**src/rtl/conv_wb_frontend.sv**
```systemverilog
// conv_wb_frontend: Wishbone-classic slave front-end (register file, RAM steering, run tracking) for the convolution engine
module conv_wb_frontend #(
  parameter int ADDR_HI = 31,
  parameter int ADDR_LO = 24,
  parameter logic [ADDR_HI-ADDR_LO:0] BASE_ADDR = 8'h30,
  parameter int SEL_LSB = 10,
  parameter int IMG_AW = 8,
  parameter int KERN_AW = 6,
  parameter int RES_AW = 6,
  parameter int DWIDTH = 24,
  parameter int RES_W = 20,
  parameter int RD_LAT = 1
)(
  input  logic               clk,
  input  logic               reset,
  input  logic               wbs_cyc_i,
  input  logic               wbs_stb_i,
  input  logic               wbs_we_i,
  input  logic [3:0]         wbs_sel_i,
  input  logic [31:0]        wbs_adr_i,
  input  logic [31:0]        wbs_dat_i,
  output logic               wbs_ack_o,
  output logic [31:0]        wbs_dat_o,
  output logic               img_we,
  output logic               kern_we,
  output logic [IMG_AW-1:0]  img_wadr,
  output logic [KERN_AW-1:0] kern_wadr,
  output logic [DWIDTH-1:0]  ram_wdat,
  output logic [RES_AW-1:0]  res_radr,
  input  logic [RES_W-1:0]   res_rdat,
  output logic               eng_start,
  output logic               eng_soft_rst,
  input  logic               eng_done,
  output logic [31:0]        cfg0,
  output logic [31:0]        cfg1,
  output logic               irq
);
  localparam int IW = SEL_LSB - 2;
  localparam logic [31:0] ID = {8'hC2, 8'(RES_W), 8'(DWIDTH), 8'h01};
  typedef enum logic [1:0] {IDLE, WAIT, ACK} state_t;
  state_t state;
  logic cnt, rd_res, irq_en, busy, done, err, done_q;
  logic [31:0] rd_reg, reg_rdata, cycles;
  logic [1:0] region;
  logic [IW-1:0] idx;
  logic valid, wr, reg_wr, start_req, start_ok, start_bad, ram_wr, ram_ok, rise, w1c_done, w1c_err;
  logic unused_adr;
  assign unused_adr = ^{wbs_adr_i[1:0], wbs_adr_i[ADDR_LO-1:SEL_LSB+2]};
  assign valid = wbs_cyc_i & wbs_stb_i & (wbs_adr_i[ADDR_HI:ADDR_LO] == BASE_ADDR);
  assign region = wbs_adr_i[SEL_LSB+1:SEL_LSB];
  assign idx = wbs_adr_i[SEL_LSB-1:2];
  assign wr = (state == IDLE) & valid & wbs_we_i;
  assign reg_wr = wr & (region == 2'd0);
  assign start_req = reg_wr & (idx == IW'(0)) & wbs_dat_i[0];
  assign start_ok = start_req & ~busy & ~eng_soft_rst;
  assign start_bad = start_req & ~start_ok;
  assign ram_wr = wr & ((region == 2'd1) | (region == 2'd2));
  assign ram_ok = ~busy & (wbs_sel_i == 4'hF);
  assign rise = eng_done & ~done_q;
  assign w1c_done = reg_wr & (idx == IW'(1)) & wbs_dat_i[1];
  assign w1c_err = reg_wr & (idx == IW'(1)) & wbs_dat_i[2];
  assign irq = done & irq_en;
  assign wbs_dat_o = wbs_ack_o ? (rd_res ? 32'($signed(res_rdat)) : rd_reg) : 32'h0;
  // register read mux, snapshotted when a read is accepted
  always_comb begin
    reg_rdata = idx == IW'(0) ? {29'h0, irq_en, eng_soft_rst, 1'b0} :
                idx == IW'(1) ? {29'h0, err, done, busy} :
                idx == IW'(2) ? cfg0 :
                idx == IW'(3) ? cfg1 :
                idx == IW'(4) ? cycles :
                idx == IW'(5) ? ID : 32'h0;
  end
  // bus handshake: writes ack next cycle, reads wait RD_LAT cycles for the result RAM
  always_ff @(posedge clk) begin
    if (reset) begin
      state <= IDLE;
      wbs_ack_o <= 1'b0;
      cnt <= 1'b0;
      rd_res <= 1'b0;
      rd_reg <= 32'h0;
      res_radr <= '0;
    end else begin
      case (state)
        IDLE: if (valid) begin
          state <= wbs_we_i ? ACK : WAIT;
          wbs_ack_o <= wbs_we_i;
          cnt <= 1'(RD_LAT - 1);
          rd_res <= ~wbs_we_i & (region == 2'd3);
          rd_reg <= (~wbs_we_i & (region == 2'd0)) ? reg_rdata : 32'h0;
          if (!wbs_we_i) res_radr <= idx[RES_AW-1:0];
        end
        WAIT: if (cnt == 1'b0) begin
          state <= ACK;
          wbs_ack_o <= 1'b1;
        end else cnt <= cnt - 1'b1;
        ACK: begin
          state <= IDLE;
          wbs_ack_o <= 1'b0;
        end
        default: state <= IDLE;
      endcase
    end
  end
  // control, status, config and run-cycle registers
  always_ff @(posedge clk) begin
    if (reset) begin
      eng_soft_rst <= 1'b0;
      irq_en <= 1'b0;
      busy <= 1'b0;
      done <= 1'b0;
      err <= 1'b0;
      done_q <= 1'b0;
      eng_start <= 1'b0;
      cfg0 <= 32'h0;
      cfg1 <= 32'h0;
      cycles <= 32'h0;
    end else begin
      eng_start <= start_ok;
      done_q <= eng_done;
      if (reg_wr && idx == IW'(0)) begin
        eng_soft_rst <= wbs_dat_i[1];
        irq_en <= wbs_dat_i[2];
      end
      for (int b = 0; b < 4; b++) begin
        if (reg_wr && idx == IW'(2) && wbs_sel_i[b]) cfg0[8*b +: 8] <= wbs_dat_i[8*b +: 8];
        if (reg_wr && idx == IW'(3) && wbs_sel_i[b]) cfg1[8*b +: 8] <= wbs_dat_i[8*b +: 8];
      end
      busy <= eng_soft_rst ? 1'b0 : start_ok ? 1'b1 : rise ? 1'b0 : busy;
      done <= (rise & busy) | (done & ~w1c_done & ~start_ok);
      err <= start_bad | (ram_wr & ~ram_ok) | (err & ~w1c_err);
      cycles <= start_ok ? 32'h0 : (busy & ~eng_soft_rst & ~&cycles) ? cycles + 32'h1 : cycles;
    end
  end
  // image/kernel RAM write strobes, suppressed while busy or on partial-word writes
  always_ff @(posedge clk) begin
    if (reset) begin
      img_we <= 1'b0;
      kern_we <= 1'b0;
      img_wadr <= '0;
      kern_wadr <= '0;
      ram_wdat <= '0;
    end else begin
      img_we <= ram_wr & ram_ok & (region == 2'd1);
      kern_we <= ram_wr & ram_ok & (region == 2'd2);
      if (wr) begin
        img_wadr <= idx[IMG_AW-1:0];
        kern_wadr <= idx[KERN_AW-1:0];
        ram_wdat <= wbs_dat_i[DWIDTH-1:0];
      end
    end
  end
endmodule

```
**config.mk**
```make
export PLATFORM = sky130hd
export DESIGN_NAME = conv_wb_frontend
export DESIGN_NICKNAME = d
export VERILOG_FILES = /design/src/rtl/conv_wb_frontend.sv
export SDC_FILE = /design/constraint.sdc
export NUM_CORES = 1
export LEC_CHECK = 0
export BUFFER_PORTS_ARGS = -buffer_cell sky130_fd_sc_hd__buf_2
export CAP_MARGIN = 40
export CORE_UTILIZATION = 54
export CTS_BUF_LIST = sky130_fd_sc_hd__clkbuf_4
export DETAILED_ROUTE_END_ITERATION = 7
export PLACE_DENSITY = 0.82
export SLEW_MARGIN = 5
export SYNTH_ARGS = -nofsm -noshare
export SYNTH_HDL_FRONTEND = slang
export SYNTH_SLANG_ARGS = --single-unit
export TNS_END_PERCENT = 20
```
**constraint.sdc**
```tcl
create_clock -name clk -period 3.3 [get_ports clk]
set_input_delay 0.495 -clock clk [delete_from_list [all_inputs] [get_ports clk]]
set_output_delay 0.495 -clock clk [all_outputs]
set_load 0.05 [all_outputs]
```
# Word level (Yosys, flattened, before mapping)
# Cells that the tools add are included.
dict set report totals {
  wordCells 131
  output_inout_bits 146
  reg_bits 186
  input_bits 94
}
dict set report classes {
  eq_ne 14
  n_bitwise 41
  add_sub_neg 2
  reduce_logical 26
  muxes 21
}
# cell count
set ops {}
lappend ops {{32-bit 2-to-1 mux} 9}
lappend ops {{32-bit by 1-bit adder with 32-bit output (second input constant)} 1}
lappend ops {{32-bit AND reduction} 1}
lappend ops {{1-bit bitwise AND} 29}
lappend ops {{8-bit by 2-bit equality test with 1-bit output (second input constant)} 2}
lappend ops {{8-bit by 3-bit equality test with 1-bit output (second input constant)} 2}
lappend ops {{1-bit logical AND} 11}
lappend ops {{8-bit by 1-bit equality test with 1-bit output (second input constant)} 1}
lappend ops {{8-bit by 6-bit equality test with 1-bit output (second input constant)} 1}
lappend ops {{8-bit logical NOT} 1}
lappend ops {{1-bit NOT} 8}
lappend ops {{2-bit equality test (second input constant)} 3}
lappend ops {{1-bit 2-to-1 mux} 6}
lappend ops {{2-bit 2-to-1 mux} 3}
lappend ops {{2-bit AND reduction} 3}
lappend ops {{3-bit AND reduction} 2}
lappend ops {{2-bit by 1-bit equality test with 1-bit output (second input constant)} 2}
lappend ops {{4-bit equality test (second input constant)} 1}
lappend ops {{2-bit logical NOT} 2}
lappend ops {{2-bit != test (second input constant)} 2}
lappend ops {{1-bit OR} 4}
lappend ops {{2-bit case mux with 2 select lines} 1}
lappend ops {{2-bit nonzero test} 2}
lappend ops {{2-bit OR reduction} 2}
lappend ops {{5 further kinds} 5}

# Logic depth before layout (Yosys ltp)
dict set report depth {
  depth_word 13
  depth_mapped 9
  depth_no_buf 7
}

# Least setup slack after synthesis
# No wires, ideal clock.
dict set report synth_timing {
  kind {flip-flop to output port}
  from {register wbs_ack_o}
  to {output wbs_dat_o[20]}
  n_path_buf 1
  required_time_ns 2.805
  stages_incl_launch_ff 3
  slack_ns 0.689
  arrival_time_ns 2.116
  path_cell_list {dfxtp_1 > clkbuf_1 > a21boi_0}
}
dict set report synth_via {
  elab_chain_len 1
}
# item line_no
set synth_lines {}
lappend synth_lines {{start, declared} 22} ;# output logic wbs_ack_o,
lappend synth_lines {{start signal, assigned} 86} ;# wbs_ack_o <= wbs_we_i;
lappend synth_lines {{32-bit 2-to-1 mux} 63} ;# assign wbs_dat_o = wbs_ack_o ? (rd_res ? 32'($signed(res_rdat)) : rd_reg) : 32'h0;
lappend synth_lines {{end, declared} 23} ;# output logic [31:0] wbs_dat_o,
# No other way between the ends.

# Final worst setup path
dict set report layout_timing {
  from {register rd_res}
  to {output wbs_dat_o[30]}
}
dict set report layout_via {
  elab_chain_len 2
}
# item line_no
set layout_lines {}
lappend layout_lines {{start, declared} 42} ;# logic cnt, rd_res, irq_en, busy, done, err, done_q;
lappend layout_lines {{start signal, assigned} 88} ;# rd_res <= ~wbs_we_i & (region == 2'd3);
lappend layout_lines {{32-bit 2-to-1 mux (2 in a row)} 63}
# No other way between the ends.

==> impl_results.md <==
* Max-Cap Viols at 0
* RSZ-0062 raised after global routing: no
* Overflow left after global routing at 0
* Power Density at 361 nW/um2
* Yosys Warn Count at 0
* Core area at 15200 um2
* Initial DRT Pass Iterations at 5
* Initial antenna violation count at 1
* DIE HEIGHT at 127 um
* Status: finished, final reports clean
* Vias at 8147
* Fin nets at 1300
* Clock skew at 0.0167 ns
* Die width at 127 um
* Synth area leader: dfxtp_1
* Post-Syn Area at 8400 um2
* CTS tree: done
* Post-Layout Cell Count at 1400
* Vias in the first global route at 7463
* Commonest cells post-synth: dfxtp_1 (179), nand2_1 (118), mux2i_1 (109), nor2_1 (109), a21oi_1 (83)
* Period utilization at 90.4%
* Sequential area share after synthesis at 42.6%
* Crit end category: output pin
* FP Rows at 45
* Max Buffers Root-to-Sink at 2
* Drt via density at 5.82
* Post-CTS Setup Repair Bufs at 0
* TritonCTS Buffers at 17
* Critical path startpoint category: register
* HPWL after detailed placement at 18400 um
* Fmax at 335 MHz
* Crit-path max FO at 20
* GRT Total Usage at 30.9%
* Post-CTS resize count at 0
* Util after Layout at 65.8%
* CTS Root Cell: clkbuf_4
* Slew Limit Fails at 0
* Largest net degree at the start of global routing at 89
* Relative slew slack at 41.4%
* Placed cell count at 1367
* H-tree depth at 4
* Area taken by multi-input logic gates at 4480 um2
* Initial Utilization at 55.3%
* DRC at 0
* Req. time, crit path at 2.80 ns
* Worst slew pin tran at 0.880 ns
* RePlAce Congestion at 0.928
* P&R area growth vs syn at 19.0%
* I/O Buffers at 225
* Total power at 3.61 mW
* Syn_area_per_cell at 8.49 um2
* Post-synthesis net count at 1092
* Avg WL per Cell at 17.7 um
* Fillers at 1281
* P_leak at 4.20 nW
* Post-synth EDFFs at 0
* Antenna-violating nets left at 0
* Io pins at 240
* Critical Path AT at 2.49 ns
* Ys async rst share at 0%
* Synth top area share at 42.6%
* First-pass GRT wire length at 39000 um
* Initial drt markers at 820
* Distinct cells, synth at 55
* Layout cells sized above 1 at 24.8%
* Cells after synthesis at 990
* Clock sink count at 179
* Endpoints failing hold at 0
* Crit Path Category: reg2out
* Worst vdd ir at 0.357 mV
* Top cells by area, synth: dfxtp_1 (43%), mux2i_1 (13%), nand2_1 (5.3%)
* Most frequent cell after synthesis: dfxtp_1
* Die ar. at 16100 um2
* Hold Crit Class: in2reg
* Final setup fails at 0
* #FFs+latches synth at 179
* Reg area at 3580 um2
* Main synth FF type: dfxtp_1
* WL final at 24800 um
* Hold Buf Count CTS at 0
* Reg clk slew, reported paths at 0.14 ns
* Final critical-path required period at 2.98 ns
* Worst skew pair latency at 0.60 ns
* Setup_tns at 0 ns
==> final timing paths <==
path                                  from  depth (start not counted)  slack [ns]                        to
setup / recovery       rd_res$_SDFFE_PP0N_                          3        0.32             wbs_dat_o[30]
hold / removal                    eng_done                          2        0.12         done_q$_SDFF_PP0_
setup reg to reg     state[1]$_SDFFE_PP0P_                          8        0.80   rd_reg[20]$_SDFFE_PP0N_
hold reg to reg   img_wadr[7]$_SDFFE_PP0N_                          2        0.46  img_wadr[7]$_SDFFE_PP0N_
==> power by group <==
group / switching [mW] / total [mW] / internal, mW
Sequential: 0.00880 / 2.17 / 2.16
Clock: 0.777 / 1.23 / 0.452
Combinational: 0.132 / 0.210 / 0.0785
==> per-stage QoR <==
stage,setup slack (ns),hold slack (ns),area [um2]
after floorplan,0.689,0.424,8400
after global placement,0.362,0.435,9720
after detailed placement,0.302,0.442,9720
after CTS,0.279,0.105,10000
after global routing,0.0881,0.0995,10000
final,0.318,0.124,10000
==> cell usage in the layout, fill, tap and decap left out, drive strengths merged, types with 8 or more instances in the layout <==
| cell | Yosys | layout |
|---|---|---|
| a21boi | 13 | 13 |
| a21o | 8 | 8 |
| a21oi | 83 | 83 |
| and2 | 13 | 13 |
| buf | 12 | 254 |
| clkbuf | 53 | 18 |
| dfxtp | 179 | 179 |
| ha | 8 | 8 |
| inv | 22 | 24 |
| mux2i | 109 | 109 |
| nand2 | 118 | 118 |
| nand2b | 16 | 16 |
| nand3 | 19 | 19 |
| nand4 | 24 | 24 |
| nor2 | 109 | 109 |
| nor2b | 26 | 26 |
| nor4 | 14 | 14 |
| o21ai | 59 | 59 |
| o22ai | 8 | 8 |
| or3 | 26 | 26 |
| or4 | 8 | 8 |
==> layer usage <==
metal | vias to the layer above | global-route usage [%] | share of wire [%]
li1 | 3892 | - | -
met5 | - | 0 | 0
met3 | 43 | 8.35 | 9.7
met2 | 424 | 47.0 | 44
met4 | 0 | 11.0 | 2.3
met1 | 3788 | 42.3 | 44
==> worst max-delay path, cell delays in order, from the launching register on <==
cell and delay (ns):
dfxtp_1 0.82, nand2_1 0.42, a21boi_0 0.33, buf_2 0.31
==> logic make-up after synthesis <==
kind of cell,synth area share [%]
AOI/OAI and AO/OA,14.3
xor gates and xnor gates,0.313
adders and majority gates,1.19
buffers and inverters,4.29
DFF,42.6
muxes,13.2
and+or+nand+nor,24.1
==> cell type report <==
class | instances | area share [%]
antenna | 1 | 0.0250
clock buffer | 18 | 1.35
clock inverter | 14 | 1.38
inverter | 22 | 0.826
multi-input combinational | 724 | 44.8
sequential | 179 | 35.8
tap | 188 | 2.35
timing repair buffer | 254 | 13.5
No activity file was read; power rests on OpenSTA's default activity.
